## config.mk

```make
export PLATFORM = sky130hd
export DESIGN_NAME = mandel_scheduler_flat
export DESIGN_NICKNAME = d
export VERILOG_FILES = /design/src/rtl/mandel_scheduler_if.sv /design/src/rtl/mandel_scheduler.sv /design/src/flat_wrapper.sv
export SDC_FILE = /design/constraint.sdc
export NUM_CORES = 1
export LEC_CHECK = 0
export CORE_ASPECT_RATIO = 0.6
export CORE_UTILIZATION = 40
export CTS_CLUSTER_SIZE = 8
export DETAILED_ROUTE_END_ITERATION = 8
export GPL_TIMING_DRIVEN = 1
export PLACE_DENSITY = 0.66
export SYNTH_ARGS = -nofsm -noshare
export SYNTH_HDL_FRONTEND = slang
export SYNTH_SLANG_ARGS = --single-unit
```

## constraint.sdc

```tcl
create_clock -name clk -period 4.55 [get_ports clk]
set_input_delay 0.91 -clock clk [delete_from_list [all_inputs] [get_ports clk]]
set_output_delay 0.91 -clock clk [all_outputs]
set_load 0.01 [all_outputs]
```

## src/rtl/mandel_scheduler_if.sv

```systemverilog
// Engine bus and pixel stream bundle for mandel_scheduler.
// master: scheduler side; slave: engines plus draw stage.
interface mandel_scheduler_if #(
   parameter int CORES    = 4,
   parameter int CORDW    = 16,
   parameter int FP_WIDTH = 25,
   parameter int ITERW    = 8
);
   logic [CORES-1:0]          core_start;
   logic signed [FP_WIDTH-1:0] core_re;
   logic signed [FP_WIDTH-1:0] core_im;
   logic [CORES-1:0]          core_done;
   logic [CORES*ITERW-1:0]    core_iter;
   logic                      pix_valid;
   logic                      pix_ready;
   logic signed [CORDW-1:0]   pix_x;
   logic signed [CORDW-1:0]   pix_y;
   logic [ITERW-1:0]          pix_iter;

   modport master (
      output core_start, core_re, core_im,
      output pix_valid, pix_x, pix_y, pix_iter,
      input  core_done, core_iter, pix_ready
   );

   modport slave (
      input  core_start, core_re, core_im,
      input  pix_valid, pix_x, pix_y, pix_iter,
      output core_done, core_iter, pix_ready
   );
endinterface

```

## src/rtl/mandel_scheduler.sv

```systemverilog
// Mandelbrot pixel scheduler: raster-scans a frame, dispatches pixel
// coordinates to CORES shared engines and streams tagged results out.
// Ports: clk, rst_n (async low), start, x_start/y_start/step (signed
// fixed point), bus (engine start/re/im/done/iter + pixel valid/ready
// stream with x/y/iter), busy (RUN or DRAIN), done (one-cycle pulse).
module mandel_scheduler #(
   parameter int CORES     = 4,
   parameter int CORDW     = 16,
   parameter int FB_WIDTH  = 320,
   parameter int FB_HEIGHT = 180,
   parameter int FP_WIDTH  = 25,
   parameter int ITER_MAX  = 255,
   localparam int ITERW    = $clog2(ITER_MAX + 1)
) (
   input  logic                       clk,
   input  logic                       rst_n,
   input  logic                       start,
   input  logic signed [FP_WIDTH-1:0] x_start,
   input  logic signed [FP_WIDTH-1:0] y_start,
   input  logic signed [FP_WIDTH-1:0] step,
   mandel_scheduler_if.master         bus,
   output logic                       busy,
   output logic                       done
);
   localparam int IW = (CORES > 1) ? $clog2(CORES) : 1;

   typedef enum logic [1:0] {S_IDLE, S_RUN, S_DRAIN, S_DONE} state_t;
   typedef enum logic [1:0] {SL_FREE, SL_BUSY, SL_RESULT} slot_t;

   state_t state_q, state_d;

   slot_t                slot_st   [CORES];
   logic [CORDW-1:0]     slot_x    [CORES];
   logic [CORDW-1:0]     slot_y    [CORES];
   logic [ITERW-1:0]     slot_iter [CORES];

   logic [CORDW-1:0]           x_cnt, y_cnt;
   logic signed [FP_WIDTH-1:0] fx, fy, xs_q, step_q;

   logic [IW-1:0]    last_q;
   logic             pv_q;
   logic [CORDW-1:0] px_q, py_q;
   logic [ITERW-1:0] pi_q;

   logic          disp_hit, dispatch, last_pix, all_free;
   logic [IW-1:0] disp_idx;
   logic          gnt_hit, grant, out_load;
   logic [IW-1:0] gnt_idx, j;

   // Lowest-index free slot; slots freed by this cycle's grant are
   // still RESULT here, so they are only reused next cycle.
   always_comb begin
      disp_hit = 1'b0;
      disp_idx = '0;
      all_free = 1'b1;
      for (int i = CORES - 1; i >= 0; i--) begin
         if (slot_st[i] == SL_FREE) begin
            disp_hit = 1'b1;
            disp_idx = IW'(i);
         end else begin
            all_free = 1'b0;
         end
      end
   end

   assign dispatch = (state_q == S_RUN) && disp_hit;
   assign last_pix = (x_cnt == CORDW'(FB_WIDTH - 1)) &&
                     (y_cnt == CORDW'(FB_HEIGHT - 1));

   // Round-robin search starting just after the last granted slot;
   // scanning backwards lets the nearest candidate win.
   always_comb begin
      gnt_hit = 1'b0;
      gnt_idx = '0;
      j       = '0;
      for (int k = CORES; k >= 1; k--) begin
         j = IW'((int'(last_q) + k) % CORES);
         if (slot_st[j] == SL_RESULT) begin
            gnt_hit = 1'b1;
            gnt_idx = j;
         end
      end
   end

   assign out_load = !pv_q || bus.pix_ready;
   assign grant    = out_load && gnt_hit;

   always_ff @(posedge clk or negedge rst_n) begin
      if (!rst_n) state_q <= S_IDLE;
      else        state_q <= state_d;
   end

   always_comb begin
      state_d        = state_q;
      busy           = 1'b0;
      done           = 1'b0;
      bus.core_start = '0;
      unique case (state_q)
         S_IDLE: begin
            if (start) state_d = S_RUN;
         end
         S_RUN: begin
            busy = 1'b1;
            if (dispatch) bus.core_start = CORES'(1) << disp_idx;
            if (dispatch && last_pix) state_d = S_DRAIN;
         end
         S_DRAIN: begin
            busy = 1'b1;
            if (all_free && !pv_q) state_d = S_DONE;
         end
         S_DONE: begin
            done    = 1'b1;
            state_d = S_IDLE;
         end
         default: state_d = S_IDLE;
      endcase
   end

   assign bus.core_re = fx;
   assign bus.core_im = fy;

   always_ff @(posedge clk or negedge rst_n) begin
      if (!rst_n) begin
         x_cnt  <= '0;
         y_cnt  <= '0;
         fx     <= '0;
         fy     <= '0;
         xs_q   <= '0;
         step_q <= '0;
      end else if (state_q == S_IDLE && start) begin
         x_cnt  <= '0;
         y_cnt  <= '0;
         fx     <= x_start;
         fy     <= y_start;
         xs_q   <= x_start;
         step_q <= step;
      end else if (dispatch) begin
         if (x_cnt == CORDW'(FB_WIDTH - 1)) begin
            x_cnt <= '0;
            fx    <= xs_q;
            y_cnt <= y_cnt + CORDW'(1);
            fy    <= fy + step_q;
         end else begin
            x_cnt <= x_cnt + CORDW'(1);
            fx    <= fx + step_q;
         end
      end
   end

   always_ff @(posedge clk or negedge rst_n) begin
      if (!rst_n) begin
         for (int i = 0; i < CORES; i++) begin
            slot_st[i]   <= SL_FREE;
            slot_x[i]    <= '0;
            slot_y[i]    <= '0;
            slot_iter[i] <= '0;
         end
      end else begin
         for (int i = 0; i < CORES; i++) begin
            if (dispatch && disp_idx == IW'(i)) begin
               slot_st[i] <= SL_BUSY;
               slot_x[i]  <= x_cnt;
               slot_y[i]  <= y_cnt;
            end else if (slot_st[i] == SL_BUSY && bus.core_done[i]) begin
               slot_st[i]   <= SL_RESULT;
               slot_iter[i] <= bus.core_iter[i*ITERW +: ITERW];
            end else if (grant && gnt_idx == IW'(i)) begin
               slot_st[i] <= SL_FREE;
            end
         end
      end
   end

   always_ff @(posedge clk or negedge rst_n) begin
      if (!rst_n) begin
         pv_q   <= 1'b0;
         px_q   <= '0;
         py_q   <= '0;
         pi_q   <= '0;
         last_q <= '0;
      end else if (out_load) begin
         pv_q <= gnt_hit;
         if (gnt_hit) begin
            px_q   <= slot_x[gnt_idx];
            py_q   <= slot_y[gnt_idx];
            pi_q   <= slot_iter[gnt_idx];
            last_q <= gnt_idx;
         end
      end
   end

   assign bus.pix_valid = pv_q;
   assign bus.pix_x     = px_q;
   assign bus.pix_y     = py_q;
   assign bus.pix_iter  = pi_q;
endmodule

```

## src/flat_wrapper.sv

```systemverilog
// flat-port wrapper written by rule: the top's interface ports become plain ports
module mandel_scheduler_flat 
#(
   parameter int CORES     = 4,
   parameter int CORDW     = 16,
   parameter int FB_WIDTH  = 320,
   parameter int FB_HEIGHT = 180,
   parameter int FP_WIDTH  = 25,
   parameter int ITER_MAX  = 255,
   localparam int ITERW    = $clog2(ITER_MAX + 1)
)
  (clk, rst_n, start, x_start, y_start, step, busy, done, bus_core_start, bus_core_re, bus_core_im, bus_pix_valid, bus_pix_x, bus_pix_y, bus_pix_iter, bus_core_done, bus_core_iter, bus_pix_ready);
  mandel_scheduler_if #(.CORES(CORES), .CORDW(CORDW), .FP_WIDTH(FP_WIDTH), .ITERW((8))) bus_i ();
  input  logic clk;
  input  logic rst_n;
  input  logic start;
  input  logic signed [FP_WIDTH-1:0] x_start;
  input  logic signed [FP_WIDTH-1:0] y_start;
  input  logic signed [FP_WIDTH-1:0] step;
  output logic busy;
  output logic done;
  output wire logic [$bits(bus_i.core_start)-1:0] bus_core_start;
  output wire logic [$bits(bus_i.core_re)-1:0] bus_core_re;
  output wire logic [$bits(bus_i.core_im)-1:0] bus_core_im;
  output wire logic [$bits(bus_i.pix_valid)-1:0] bus_pix_valid;
  output wire logic [$bits(bus_i.pix_x)-1:0] bus_pix_x;
  output wire logic [$bits(bus_i.pix_y)-1:0] bus_pix_y;
  output wire logic [$bits(bus_i.pix_iter)-1:0] bus_pix_iter;
  input wire logic [$bits(bus_i.core_done)-1:0] bus_core_done;
  input wire logic [$bits(bus_i.core_iter)-1:0] bus_core_iter;
  input wire logic [$bits(bus_i.pix_ready)-1:0] bus_pix_ready;
  assign bus_core_start = bus_i.core_start;
  assign bus_core_re = bus_i.core_re;
  assign bus_core_im = bus_i.core_im;
  assign bus_pix_valid = bus_i.pix_valid;
  assign bus_pix_x = bus_i.pix_x;
  assign bus_pix_y = bus_i.pix_y;
  assign bus_pix_iter = bus_i.pix_iter;
  assign bus_i.core_done = bus_core_done;
  assign bus_i.core_iter = bus_core_iter;
  assign bus_i.pix_ready = bus_pix_ready;
  mandel_scheduler #(.CORES(CORES), .CORDW(CORDW), .FB_WIDTH(FB_WIDTH), .FB_HEIGHT(FB_HEIGHT), .FP_WIDTH(FP_WIDTH), .ITER_MAX(ITER_MAX)) u_core (.clk(clk), .rst_n(rst_n), .start(start), .x_start(x_start), .y_start(y_start), .step(step), .bus(bus_i), .busy(busy), .done(done));
endmodule
```

==> results.toml <==
[outcome]
status = "finished, final reports clean"

[layout]
final_util_pct = 49.97
syn2layout_area_growth_pct = 22.70
stdcell_count = 2636
drive_gt1_share_pct = 12.98
layout.nets = 2226
final_cell_area_sq_um = 21730
diodes = 0

[power]
peakVddDrop_mv = 0.5452
power_mw = 11.90
leakagePower_nw = 9.855
powerDensity_nw_per_um2 = 547.5

[sta]
clock.fmax_ghz = 0.2710
worst_pin_slew_ps = 1072
fin_crit_sh_pct = 81.11
hold_viol = 0
finalCriticalPeriod_ps = 3691
maxSlewHeadroom_pct = 28.54
setup_tns_ps = 0
slew_viol_final = 0
setup_viol = 0
rsz0062_at_grt = "false"
finClkSkew_ps = 21.64

[clock_network]
cts-root-buf = "clkbuf_16"
cts_sinks = 345
clock_path_buffers = 3
clkLatencyLatePin_ps = 570
post-cts-setup-buffers = 0
cts_resized = 0
cts_tree = "yes"
path_clk_slew_ps = 50
ctsHoldBuffers = 0
cts_made_buffers = 49
htree_num_levels = 2

[route]
viasPerCell = 5.473
wl_per_cell_microns = 19.06
drt_wl_total_microns = 50240
vias = 14430
ant_nets = 0
drt_iter0_markers = 1188
dr.pass1.iters = 5
drc = 0

[synth]
ys_seq_elements = 345
avgSynthCellArea_sq_um = 9.449
syn_inst = 1874
syn_area_sq_um = 17710
synthFlopType = "dfrtp_1"
synth_edf_count = 0
synth_nets = 2046
async_flop_share_pct = 100.0
ys_seq_area_share_pct = 48.76
ys_types = 69
yosys_warnings = 0

[setup_path]
start_kind = "flop"
cpLargestDelayFamily = "buffers and inverters"
crit_arrival_ps = 2780
reg2reg_from = "u_core.step_q[0]$_DFFE_PN0P_"
criticalPathCategory = "flop to output pin"
reg2reg_to = "u_core.bus.core_im[24]$_DFFE_PN0P_"
reg2reg_depth = 10
cp_data_required_time_ps = 3640
cp_num_buf_inv = 2
slowest_stage = "clkdlybuf4s50_1"
cp_slowest_stage_delay_ps = 670
ff2ff_setup_slack_ps = 1130
cp-end-kind = "output pin"
path_cells = "inv_1 -> ha_1 -> o21ai_0 -> nor4_2 -> clkdlybuf4s50_1"
crit_fanout = 5

[placed_design]
placed_cell_area_sq_um = 20430
dp_cells = 2582
dp_hpwl_microns = 34770
numPortBuffers = 211
place.gp.congestion = 0.8915

[die]
io_pins = 212
dieArea_sq_um = 45140
die_h_microns = 165.0
fp.dieW_microns = 273.6
initial_utilization_pct = 40.72
rows = 59
fp.coreArea_sq_um = 43480

[global_routing]
grt_max_degree = 131
grt_pass1_vias = 13980
grt_overflow = 0
grt_pass1_wl_microns = 79650
antenna_found_initial = 0
grt_use_total_pct = 22.36

[hold_path]
hp-class = "input pin to async pin"

[job]
cap_violations = 0
placed cells by master (no fill, tap or decap), types with 3 or more instances in the layout:
cell type | synthesis | routed
o31ai_1 | 10 | 10
nand2_1 | 488 | 487
xor2_1 | 21 | 21
inv_1 | 17 | 17
clkdlybuf4s50_1 | 0 | 210
buf_4 | 0 | 25
nor3b_1 | 4 | 4
or3_1 | 7 | 7
dfrtp_1 | 345 | 345
nor4_1 | 6 | 4
and2_1 | 8 | 7
o21bai_1 | 8 | 8
o311ai_0 | 3 | 3
ha_1 | 55 | 55
nand4_1 | 16 | 16
o221ai_1 | 8 | 8
nor2_1 | 66 | 66
and4_1 | 3 | 3
a211oi_1 | 12 | 12
a21oi_1 | 82 | 82
nand2b_1 | 11 | 10
o21ai_0 | 159 | 159
o211ai_1 | 7 | 7
nand3_1 | 70 | 70
a21o_1 | 28 | 28
mux2i_1 | 7 | 7
o21a_1 | 14 | 14
nor2b_1 | 7 | 7
nor3_1 | 28 | 27
nand3b_1 | 6 | 6
a311o_1 | 3 | 3
clkbuf_16 | 0 | 49
xnor2_1 | 24 | 24
and3_1 | 24 | 24
a31oi_1 | 14 | 14
mux2_2 | 162 | 162
buf_12 | 0 | 3
worst reg2reg max path: cells and delay by family, from the launching register on:
| kind | cells | cell delay, ps |
|---|---|---|
| AO/OA/AOI/OAI | 8 | 2180 |
| adder cells (fa/ha/maj) | 2 | 690 |
| flip-flops | 1 | 450 |
flip-flops by register name, indices dropped and copies added, names as in the netlist:
signal / count
u_core.bus.pix_x: 16
u_core.slot_st: 8
u_core.slot_y: 64
u_core.y_cnt: 16
u_core.bus.core_im: 25
u_core.bus.pix_iter: 8
u_core.slot_iter: 32
u_core.state_q: 2
u_core.x_cnt: 16
u_core.step_q: 25
u_core.slot_x: 64
u_core.bus.core_re: 25
u_core.bus.pix_y: 16
u_core.bus.pix_valid: 1
u_core.last_q: 2
u_core.xs_q: 25
metrics by stage:
stage	hold slack [ps]	setup slack, ps
2_1_floorplan	437.6	1448
3_3_place_gp	449.6	1220
3_5_place_dp	455.2	1167
4_1_cts	468.3	845.1
5_1_grt	490.3	729.8
6_report	428.0	859.4
report_power, final:
group          leakage, nW  internal [mW]  switching [mW]
Clock                0.635           1.90            1.31
Sequential            4.23           3.65           0.422
Combinational         4.99           1.76            2.85
kinds of logic after synthesis:
family	synth area share, %
simple gates	18.52
compound gates	12.88
flops	48.76
mux	10.70
buf+inv	2.805
fa+ha+maj	4.113
xor+xnor	2.226
synthesized netlist by cell type, drive strengths merged (17+ instances only):
| cell type | count | area [sq um] |
|---|---|---|
| nand2 | 488 | 1832 |
| dfrtp | 345 | 8633 |
| mux2 | 162 | 1824 |
| o21ai | 160 | 800.8 |
| clkbuf | 87 | 326.6 |
| a21oi | 82 | 410.4 |
| nand3 | 72 | 377.9 |
| nor2 | 66 | 247.7 |
| ha | 55 | 688.2 |
| nor3 | 29 | 150.1 |
| a21o | 28 | 210.2 |
| and3 | 24 | 150.1 |
| xnor2 | 24 | 210.2 |
| buf | 23 | 106.4 |
| xor2 | 21 | 183.9 |
| inv | 17 | 63.81 |
cell type report:
class / count / area (sq um)
fill: 3842 / 21750
timing repair buffer: 239 / 2365
inverter: 17 / 63.81
clock inverter: 4 / 67.56
sequential: 345 / 8633
tap: 579 / 724.4
clock buffer: 50 / 1230
multi-input combinational: 1402 / 8643
per-layer routing:
layer | track usage, % | wire, microns
met5 | 0 | 0
met4 | 4.901 | 835
met3 | 3.577 | 2911
met2 | 32.95 | 21900
met1 | 34.13 | 24600
worst max path at each step:
stage                                                  from                                 end  slack, ps  depth (start not counted)
after floorplan           u_core.bus.core_im[0]$_DFFE_PN0P_  u_core.bus.core_im[24]$_DFFE_PN0P_       1450                         10
after global placement         u_core.step_q[0]$_DFFE_PN0P_  u_core.bus.core_im[24]$_DFFE_PN0P_       1220                         10
after detailed placement       u_core.step_q[0]$_DFFE_PN0P_  u_core.bus.core_im[24]$_DFFE_PN0P_       1170                         10
after CTS                     u_core.state_q[1]$_DFFE_PN0P_                   bus_core_start[2]        850                          5
after global routing          u_core.state_q[1]$_DFFE_PN0P_                   bus_core_start[2]        730                          5
final                         u_core.state_q[1]$_DFFE_PN0P_                   bus_core_start[2]        860                          5
(Power assumes the default switching activity.)
